## config.mk

```make
export PLATFORM = sky130hd
export DESIGN_NAME = uart_tx_sched
export DESIGN_NICKNAME = d
export VERILOG_FILES = /design/src/rtl/uart_pkg.sv /design/src/rtl/uart_cycle_timer.sv /design/src/rtl/uart_tx_sched.sv
export SDC_FILE = /design/constraint.sdc
export NUM_CORES = 1
export LEC_CHECK = 0
export ABC_AREA = 0
export CORE_ASPECT_RATIO = 1.75
export CORE_MARGIN = 2
export CORE_UTILIZATION = 43
export CTS_CLUSTER_DIAMETER = 100
export DETAILED_ROUTE_END_ITERATION = 7
export PLACE_DENSITY = 0.72
export SLEW_MARGIN = 15
export SYNTH_ARGS = -nofsm -noshare
export SYNTH_HDL_FRONTEND = slang
export SYNTH_SLANG_ARGS = --single-unit
```

## constraint.sdc

```tcl
create_clock -name clk -period 1.7 [get_ports clk]
set_input_delay 0.34 -clock clk [delete_from_list [all_inputs] [get_ports clk]]
set_output_delay 0.34 -clock clk [all_outputs]
set_load 0.01 [all_outputs]
```

## src/rtl/uart_pkg.sv

```systemverilog
// uart_pkg: shared state encoding, default widths and timer sizing for the UART TX scheduler.
package uart_pkg;
  typedef enum logic [2:0] {IDLE, POP, LOAD, START, DRAIN, GAP} state_t;
  localparam int DEF_WIDTH = 8;
  localparam int DEF_CNT_W = 16;
  localparam int DEF_ACK_TIMEOUT = 15;
  localparam int DEF_GAP_CYCLES = 0;
  function automatic int timer_w(input int a, input int b);
    int m;
    m = a > b ? a : b;
    return m > 0 ? $clog2(m + 1) : 1;
  endfunction
endpackage

```

## src/rtl/uart_cycle_timer.sv

```systemverilog
// uart_cycle_timer: loadable down-counter with a done flag at zero.
module uart_cycle_timer #(
  parameter int W = 4
) (
  input  logic         clk,
  input  logic         rst_n,
  input  logic         load,
  input  logic [W-1:0] load_val,
  input  logic         dec,
  output logic         done
);
  logic [W-1:0] cnt;
  always_ff @(posedge clk or negedge rst_n)
    if (!rst_n) cnt <= '0;
    else if (load) cnt <= load_val;
    else if (dec && !done) cnt <= cnt - 1'b1;
  assign done = (cnt == '0);
endmodule

```

## src/rtl/uart_tx_sched.sv

```systemverilog
// uart_tx_sched: pops the TX FIFO one word at a time, hands it to the transmitter
// over a start/busy handshake and enforces an inter-frame gap.
module uart_tx_sched import uart_pkg::*; #(
  parameter int WIDTH       = DEF_WIDTH,
  parameter int GAP_CYCLES  = DEF_GAP_CYCLES,
  parameter int ACK_TIMEOUT = DEF_ACK_TIMEOUT,
  parameter int CNT_W       = DEF_CNT_W
) (
  input  logic             clk,
  input  logic             rst_n,
  input  logic             en,
  input  logic             fifo_empty,
  output logic             fifo_rd_en,
  input  logic [WIDTH-1:0] fifo_rd_data,
  output logic             tx_start,
  output logic [WIDTH-1:0] tx_data,
  input  logic             tx_busy,
  output logic             sched_busy,
  output logic             frame_done,
  output logic [CNT_W-1:0] frame_cnt,
  output logic             err,
  input  logic             err_clr
);
  localparam int TW = timer_w(ACK_TIMEOUT, GAP_CYCLES);
  localparam logic [TW-1:0] ACK_LD = TW'(ACK_TIMEOUT);
  localparam logic [TW-1:0] GAP_LD = TW'(GAP_CYCLES > 0 ? GAP_CYCLES - 1 : 0);
  localparam state_t POST = GAP_CYCLES > 0 ? GAP : IDLE;
  state_t state;
  logic t_load, t_dec, t_done;
  logic [TW-1:0] t_val;
  assign sched_busy = state != IDLE;
  // One timer serves both the ack timeout (START) and the gap (GAP); they never overlap.
  assign t_load = state == LOAD || (!tx_busy && (state == DRAIN || (state == START && t_done)));
  assign t_val = state == LOAD ? ACK_LD : GAP_LD;
  assign t_dec = state == START || state == GAP;
  uart_cycle_timer #(.W(TW)) u_timer (
    .clk(clk), .rst_n(rst_n), .load(t_load), .load_val(t_val), .dec(t_dec), .done(t_done)
  );
  always_ff @(posedge clk or negedge rst_n) begin
    if (!rst_n) begin
      state <= IDLE;
      fifo_rd_en <= 1'b0;
      tx_start <= 1'b0;
      tx_data <= '0;
      frame_done <= 1'b0;
      frame_cnt <= '0;
      err <= 1'b0;
    end else begin
      fifo_rd_en <= 1'b0;
      frame_done <= 1'b0;
      if (err_clr) err <= 1'b0;
      case (state)
        IDLE: if (en && !fifo_empty && !tx_busy) begin
          fifo_rd_en <= 1'b1;
          state <= POP;
        end
        POP: state <= LOAD;
        LOAD: begin
          tx_data <= fifo_rd_data;
          tx_start <= 1'b1;
          state <= START;
        end
        START: if (tx_busy) begin
          tx_start <= 1'b0;
          state <= DRAIN;
        end else if (t_done) begin
          tx_start <= 1'b0;
          err <= 1'b1;
          state <= POST;
        end
        DRAIN: if (!tx_busy) begin
          frame_done <= 1'b1;
          frame_cnt <= frame_cnt + 1'b1;
          state <= POST;
        end
        GAP: if (t_done) state <= IDLE;
        default: state <= IDLE;
      endcase
    end
  end
endmodule
```

Word-level counts from Yosys, hierarchy flattened
Index checks and enable logic that the tools add are counted.

word-level totals
  flip-flop bits (word level) = 35
  bits of input ports = 14
  word-level logic and storage cells = 57

cells by class
  add/sub/neg operators = 2
  equality and inequality tests = 8
  multiplexer cells = 19
  bitwise logic cells = 1
  reductions and logical operators = 19

operators with widths
  operator                 count
  $pmux W3 S6              1
  $add A16 B1 Y16 const B  1
  $mux W3                  4
  $mux W4                  3
  $mux W1                  10
  $eq A3 B2 Y1 const B     2
  $eq A3 B3 Y1 const B     2
  $reduce_and A2 Y1        3
  $logic_and A1 B1 Y1      5
  $logic_not A4 Y1         1
  $ne A2 B2 Y1 const B     2
  $reduce_bool A2 Y1       2
  $sub A4 B1 Y4 const B    1
  $eq A3 B1 Y1 const B     1
  $logic_not A1 Y1         3
  $logic_not A3 Y1         1
  $logic_or A1 B1 Y1       3
  $ne A3 B3 Y1 const B     1
  $reduce_bool A3 Y1       1
  $pmux W1 S2              1
  $not A1 Y1               1

Logic depth before layout (Yosys ltp)
Gate-level depths: netlist (run 1).

  depth in word-level cells = 6
  depth in mapped cells = 7

Cells and area by module
From an unflattened synthesis (run 1), not the netlist that was laid out.

second synthesis, totals
  cell total of the unflattened synthesis = 142
  area, all modules = 1,631.6 um^2

modules (own cells, without submodules)
  module            instances  cells each  area an instance (um^2)  sequential area each (um^2)
  uart_tx_sched     1          115         1,361.3                  775.7
  uart_cycle_timer  1          27          270.3                    100.1

Least setup slack after synthesis (run 1)
OpenSTA, ideal clock, no wires.

  path type = in2reg
  start = input port tx_busy
  end = register frame_cnt[13]
  library setup time = 0.126 ns
  arrival = 1.642 ns
  required time = 1.574 ns
  path slack = -0.068 ns
  cell stages on the path = 6
  path through = buf_6 -> or4b_1 -> buf_6 -> nor4_4 -> nand3_1 -> xnor2_1

on the way
  cells in the longest elaborated chain, start to end = 2

RTL lines
  item                         RTL line             text
  start: declaration           uart_tx_sched.sv:17  input logic tx_busy,
  $not A1 Y1 (no line)         -
  $reduce_and A2 Y1 (no line)  -
  end signal: assignment       uart_tx_sched.sv:73  frame_cnt <= frame_cnt + 1'b1;
  end: declaration             uart_tx_sched.sv:20  output logic [CNT_W-1:0] frame_cnt,

No other way between the ends.
A chain may end at the register's enable or synchronous reset.

Worst setup path in the final report (run 1)
  start = register state[0]
  end = register frame_cnt[14]

on the way
  cells in the longest elaborated chain, start to end = 2

RTL lines
  item                         RTL line             text
  start: declaration           uart_tx_sched.sv:28  state_t state;
  start signal: assignment     uart_tx_sched.sv:41  state <= IDLE;
  start signal: assignment     uart_tx_sched.sv:55  state <= POP;
  start signal: assignment     uart_tx_sched.sv:57  POP: state <= LOAD;
  $eq A3 B3 Y1                 uart_tx_sched.sv:52  case (state)
  $reduce_and A2 Y1 (no line)  -

No other way between the ends.

==> results of run 1 <==
registers in the layout, indices dropped and copies added (netlist names):
register / flops
err: 1
fifo_rd_en: 1
frame_cnt: 16
frame_done: 1
state: 3
tx_data: 8
tx_start: 1
u_timer.cnt: 4
how the worst max path moves through the flow:
stage | end | slack, ns | startpoint | depth (start not counted)
finish | frame_cnt[14] | 0.05 | state[0] | 5
global route | frame_cnt[12] | -0.05 | state[0] | 5
CTS | frame_cnt[12] | -0.06 | state[1] | 6
detailed placement | frame_cnt[14] | -0.43 | tx_busy | 7
global placement | frame_cnt[14] | -0.36 | tx_busy | 7
floorplan | frame_cnt[14] | 0.00006 | tx_busy | 7
Yosys cell counts (all sizes together):
| library cell | number | area share |
|---|---|---|
| and2b | 1 | 0.0044 |
| o211ai | 1 | 0.0044 |
| o311ai | 1 | 0.0052 |
| or2 | 2 | 0.0089 |
| nor2 | 10 | 0.022 |
| nor2b | 2 | 0.0074 |
| a221o | 1 | 0.0059 |
| nor3b | 2 | 0.012 |
| ha | 2 | 0.015 |
| xor2 | 6 | 0.031 |
| o221ai | 1 | 0.0052 |
| nand4 | 4 | 0.024 |
| mux2i | 1 | 0.0059 |
| mux2 | 8 | 0.053 |
| a2bb2oi | 2 | 0.010 |
| o21ai | 4 | 0.012 |
| and3 | 1 | 0.0037 |
| xnor2 | 9 | 0.047 |
| a32o | 1 | 0.0059 |
| a21oi | 5 | 0.015 |
| a41o | 1 | 0.0059 |
| o32ai | 1 | 0.0052 |
| dfrtp | 35 | 0.52 |
| a311oi | 1 | 0.0052 |
| or3 | 1 | 0.0037 |
| nand2 | 13 | 0.029 |
| and2 | 2 | 0.0074 |
| clkbuf | 2 | 0.0044 |
| nand3 | 5 | 0.015 |
| inv | 10 | 0.025 |
| and4 | 1 | 0.0052 |
| nand2b | 2 | 0.0074 |
| nor3 | 4 | 0.015 |
| buf | 4 | 0.021 |
| o22ai | 2 | 0.0074 |
| nand3b | 1 | 0.0044 |
| nor4 | 2 | 0.016 |
| or4b | 1 | 0.0059 |
report_power, final:
| group | leakage, nW | internal [mW] | switching (mW) |
|---|---|---|---|
| clock | 0.0505 | 0.368 | 0.289 |
| sequential | 0.439 | 1.06 | 0.164 |
| combinational | 0.598 | 0.866 | 0.681 |
| total | 1.09 | 2.30 | 1.13 |
area by class of cell:
class / instances / area [sq um]
fillers: 331 / 1433
well taps: 48 / 60.06
repair buffers: 56 / 523.0
clock buffers: 7 / 96.34
flip-flops and latches: 35 / 878.3
multi-input cells: 101 / 788.3
clock inverters: 1 / 7.507
inverters: 10 / 42.54
repair_timing:
| action | CTS | global route |
|---|---|---|
| pin swaps | 3 | 6 |
| buffers inserted | 1 | 1 |
| resized for setup | 13 | 12 |
| setup endpoints to repair | 12 | 16 |
metal layers:
layer | GRT usage | up-vias
met3 | 0.04467 | 4
met4 | 0.07177 | 0
met1 | 0.1891 | 634
met2 | 0.3042 | 36
met5 | 0 | -
li1 | - | 643
logic make-up after synthesis:
group | after synthesis | share of synthesized area
flops | 35 | 0.5189
xor+xnor | 15 | 0.07784
simple gates | 54 | 0.1913
mux | 9 | 0.05931
fa+ha+maj | 2 | 0.01482
compound gates | 21 | 0.08748
buf+inv | 16 | 0.05041
==> summary.txt, run 1 <==
Run
  – Max-Cap Viols: 0

Timing
  – WHS: 0.4656 ns
  – Max Slew Vio Count: 0
  – Fin worst setup slack: around 0.051 ns
  – Fmax: 0.6063 GHz
  – Least-Margin Pin Slew: 0.4343 ns
  – Tcrit/Tclk final: 0.9702
  – Setup violations, final: 0
  – Worst Skew: 0.006658 ns
  – Min cycle time layout: 1.649 ns
  – Max-slew headroom: 0.7104
  – RSZ-0062 raised after global routing: yes
  – Final hold vios: 0
  – Sum of negative setup slack: 0 ns

Setup path
  – Flop-to-flop setup slack: 0.05 ns
  – Critical path class: register to register
  – R2R cell count: 5
  – CP endpoint kind: register
  – Critical Path Start Type: register
  – Worst r2r dst: frame_cnt[14]
  – Reg-to-reg critical path startpoint: state[0]
  – Slowest stage delay, CP: 0.59 ns
  – CP max-delay cell: or4b_4
  – Arrival time worst endpoint: around 1.9 ns
  – Bufs and invs on worst path: 1
  – CP delay by family, top: simple AND/OR/NAND/NOR gates
  – Critical-path cell list: or4b_4 -> inv_6 -> nand4_4 -> nor3_4 -> xor2_1
  – Max FO, Critical Path: 5
  – CP required: roughly 1.9 ns

Die
  – Die area: roughly 4500 sq um
  – Area of the core: between 3000 and 4000 sq um
  – Num rows: 30
  – IO Count: 43
  – Initial Utilization: 0.4408
  – Die width: 51.36 um
  – Chip Height: about 87 um

Route
  – Vias per inst: roughly 5.1
  – Total Wirelength: 3461 um
  – Met1 wire length: 1427 um
  – DRT Pass-1 Iters: 4
  – ANT nets after route: 0
  – DRT iter0 DRCs: 11
  – Metal2 WL: 1835 um
  – Wire per inst: 13.41 um
  – Via count: 1317
  – Met3 WL post-DR: 150 um
  – DRC violation count after routing: 0
  – Top layer used by detailed routing: met4

Logic synthesis
  – Net Count, Synth: 168
  – Avg Cell Area, Syn: 11.10 sq um
  – Syn Std Cell Area: 1688 sq um
  – Syn. warnings: 0
  – Distinct cells, synth: 46
  – Sequential-to-total area share from yosys stat: 0.5189
  – Post-Synthesis Cells: 152
  – #FFs+latches synth: 35

CTS
  – Clock transition at path regs: 0.07 ns
  – CTS hold repair buffers: 0
  – CTS buffer count: 5
  – Clk_lat worst skew: 0.29 ns
  – CTS tree: done
  – Clock Sinks: 35
  – Htree depth: 2
  – Root buffer cell: clkbuf_8
  – Largest buffer count on any clock path: 2

Power
  – Total power: 3.429 mW
  – Worst VDD drop: 0.001147 V
  – P_leak: 1.088 nW
  – PwrDens: 1431 nW/um^2

Layout
  – Final std cells w/o fill: 258
  – Utilization after layout: 0.6258
  – Area delta synth->final: 41.96%
  – Antenna diodes: 0
  – Final nets: 225
  – Commonest non-fill, non-tap cell in the layout: clkdlybuf4s50_1
  – Layout cell share with drive strength beyond 1: 0.2429
  – Commonest cells after routing, fill and taps aside: clkdlybuf4s50_1, dfrtp_1, nand2_1, buf_4
  – Design Area, Final: 2396 sq um

Status
  – Outcome: finished clean

Placement
  – Placement Setup Slack: -0.4290 ns
  – Routability cong.: 0.8561
  – Dpl cell area: ~2200 sq um
  – Post-DP HPWL: around 2600 um
  – Port Buf Inserts: 42
  – Placed cell count: between 200 and 300

GRT
  – First-pass GRT wire length: roughly 5800 um
  – Number of global-route vias before repair: between 1000 and 1500
  – Total gr overflow: 0
  – GRT Overall Usage: 0.1716
  – Antenna violations before repair: 0
  – Largest net degree at the start of global routing: 36

Worst hold path
  – Worst hold-check path type: input port to async pin
Power figures use the tool's default switching activity.
==> run 2, diff against run 1 <==
--- a/config.mk
+++ b/config.mk
@@ -7,7 +7,7 @@
 export LEC_CHECK = 0
 export ABC_AREA = 0
 export CORE_ASPECT_RATIO = 1.75
-export CORE_MARGIN = 2
+export CORE_MARGIN = 3
 export CORE_UTILIZATION = 43
 export CTS_CLUSTER_DIAMETER = 100
 export DETAILED_ROUTE_END_ITERATION = 7
==> summary.txt, run 2 (synthesized netlist as in run 1, its figures left out) <==
Layout
  – Area delta synth->final: 41.96%
  – Register area: ~880 sq um
  – Final std cells w/o fill: between 200 and 300
  – Largest Register: frame_cnt
  – Final nets: 227
  – Commonest non-fill, non-tap cell in the layout: clkdlybuf4s50_1
  – Antenna diodes: 0
  – Top flop regs: frame_cnt x16, tx_data x8, u_timer.cnt x4
  – Max FFs per register: 16
  – Layout cell share with drive strength beyond 1: 0.2406
  – Area of the multi-input gates: 769.5 sq um
  – Commonest cells after routing, fill and taps aside: clkdlybuf4s50_1, dfrtp_1, buf_4
  – Design Area, Final: roughly 2400 sq um
  – Filler instances: 318

Timing
  – Max-slew headroom: 0.7189
  – Min cycle time layout: 1.644 ns
  – Fmax: 0.6082 GHz
  – Worst Skew: 0.009549 ns
  – Least-Margin Pin Slew: 0.4216 ns
  – Tcrit/Tclk final: 0.9671
  – Setup violations, final: 0
  – Final hold vios: 0
  – RSZ-0062 raised after global routing: yes
  – Max Slew Vio Count: 0

GRT
  – Number of global-route vias before repair: about 1400
  – Total gr overflow: 0
  – Largest net degree at the start of global routing: 36
  – Antenna violations before repair: 0
  – First-pass GRT wire length: 5954 um
  – GRT Overall Usage: 0.1719

Setup path
  – Max FO, Critical Path: 4
  – Critical Path Start Type: register
  – CP required: between 1 and 1.5 ns
  – Slowest stage delay, CP: about 0.57 ns
  – CP delay by family, top: buffers and inverters
  – CP endpoint kind: output port
  – Critical path class: register to output port
  – Arrival time worst endpoint: roughly 1.3 ns
  – Reg-to-reg critical path startpoint: state[1]
  – CP max-delay cell: clkdlybuf4s50_1
  – Critical-path cell list: clkdlybuf4s50_1
  – Critical Path Start: frame_cnt[0]
  – Bufs and invs on worst path: 1

Placement
  – Dpl cell area: about 2200 sq um
  – Post-DP HPWL: 2606 um
  – Port Buf Inserts: 42
  – Placed cell count: between 200 and 250
  – Routability cong.: a little over 0.8

Power
  – PwrDens: 1479 nW/um^2
  – Worst VDD drop: 0.001151 V
  – P_leak: 1.102 nW

Route
  – DRC violation count after routing: 0
  – DRT iter0 DRCs: 12
  – Via count: 1342
  – ANT nets after route: 0
  – Wire per inst: 13.51 um
  – Vias per inst: 5.202
  – DRT Pass-1 Iters: 4
  – Total Wirelength: between 3000 and 4000 um

Die
  – Num rows: 29
  – Initial Utilization: 0.4561
  – Area of the core: 3701 sq um
  – IO Count: between 40 and 50
  – Chip Height: 88.88 um
  – Die area: roughly 4700 sq um
  – Die width: 53.36 um

CTS
  – Clock transition at path regs: 0.07 ns
  – Htree depth: 2
  – CTS buffer count: 5
  – Clk_lat worst skew: 0.29 ns
  – Root buffer cell: clkbuf_8
  – Clock Sinks: 35
  – Largest buffer count on any clock path: 2
  – CTS tree: done

Run
  – Max-Cap Viols: 0

Status
  – Outcome: finished clean

Worst hold path
  – Worst hold-check path type: input port to async pin
## run 2: through the flow
stage | utilization | hold slack (ns) | setup TNS (ns) | setup slack [ns] | total power [mW]
after CTS | 0.6403 | 0.08008 | -0.03975 | -0.02365 | 3.532
after global placement | 0.6007 | 0.3961 | -5.425 | -0.3770 | 2.652
final | 0.6474 | 0.05827 | 0 | 0.05592 | 3.543
after detailed placement | 0.6007 | 0.3958 | -5.359 | -0.3985 | 2.717
after global routing | 0.6474 | 0.09967 | -0.07466 | -0.03548 | 3.785
after floorplan | - | 0.04441 | 0 | 0.00005607 | 2.077
## run 2: power by group
part	switching, mW	internal (mW)
logic	0.686	0.864
registers	0.162	1.06
clock network	0.296	0.474
total	1.14	2.40
## run 2: final timing paths
kind / to / slack, ns / cells after the start
hold / removal: tx_start / 0.06 / 2
min in group clk: frame_cnt[15] / 0.48 / 1
hold reg to reg: frame_cnt[15] / 0.48 / 1
setup / recovery: frame_cnt[0] / 0.06 / 1
max in group asynchronous: frame_cnt[7] / 1.30 / 2
setup reg to reg: u_timer.cnt[2] / 0.07 / 6
## run 2: timing repair
action                                  in CTS  in global routing
resized for setup                            8                 11
pin swaps                                    1                  3
setup buffers                                2                  1
endpoints found under the setup margin      13                 22
hold buffers                                 0                  0
## run 2: layer usage
metal | share of wire | GRT usage | up-vias
met5 | 0 | 0 | -
li1 | - | - | 643
met2 | 0.52 | 0.2927 | 37
met1 | 0.41 | 0.1948 | 657
met3 | 0.060 | 0.04384 | 5
met4 | 0.015 | 0.08140 | 0
## run 2: cell type report
cell class,instances,area share
Sequential cell,35,0.3671
Multi-Input combinational cell,101,0.3211
Timing Repair Buffer,58,0.2209
Clock buffer,6,0.03446
Tap cell,46,0.02402
Inverter,10,0.01775
Clock inverter,2,0.01462
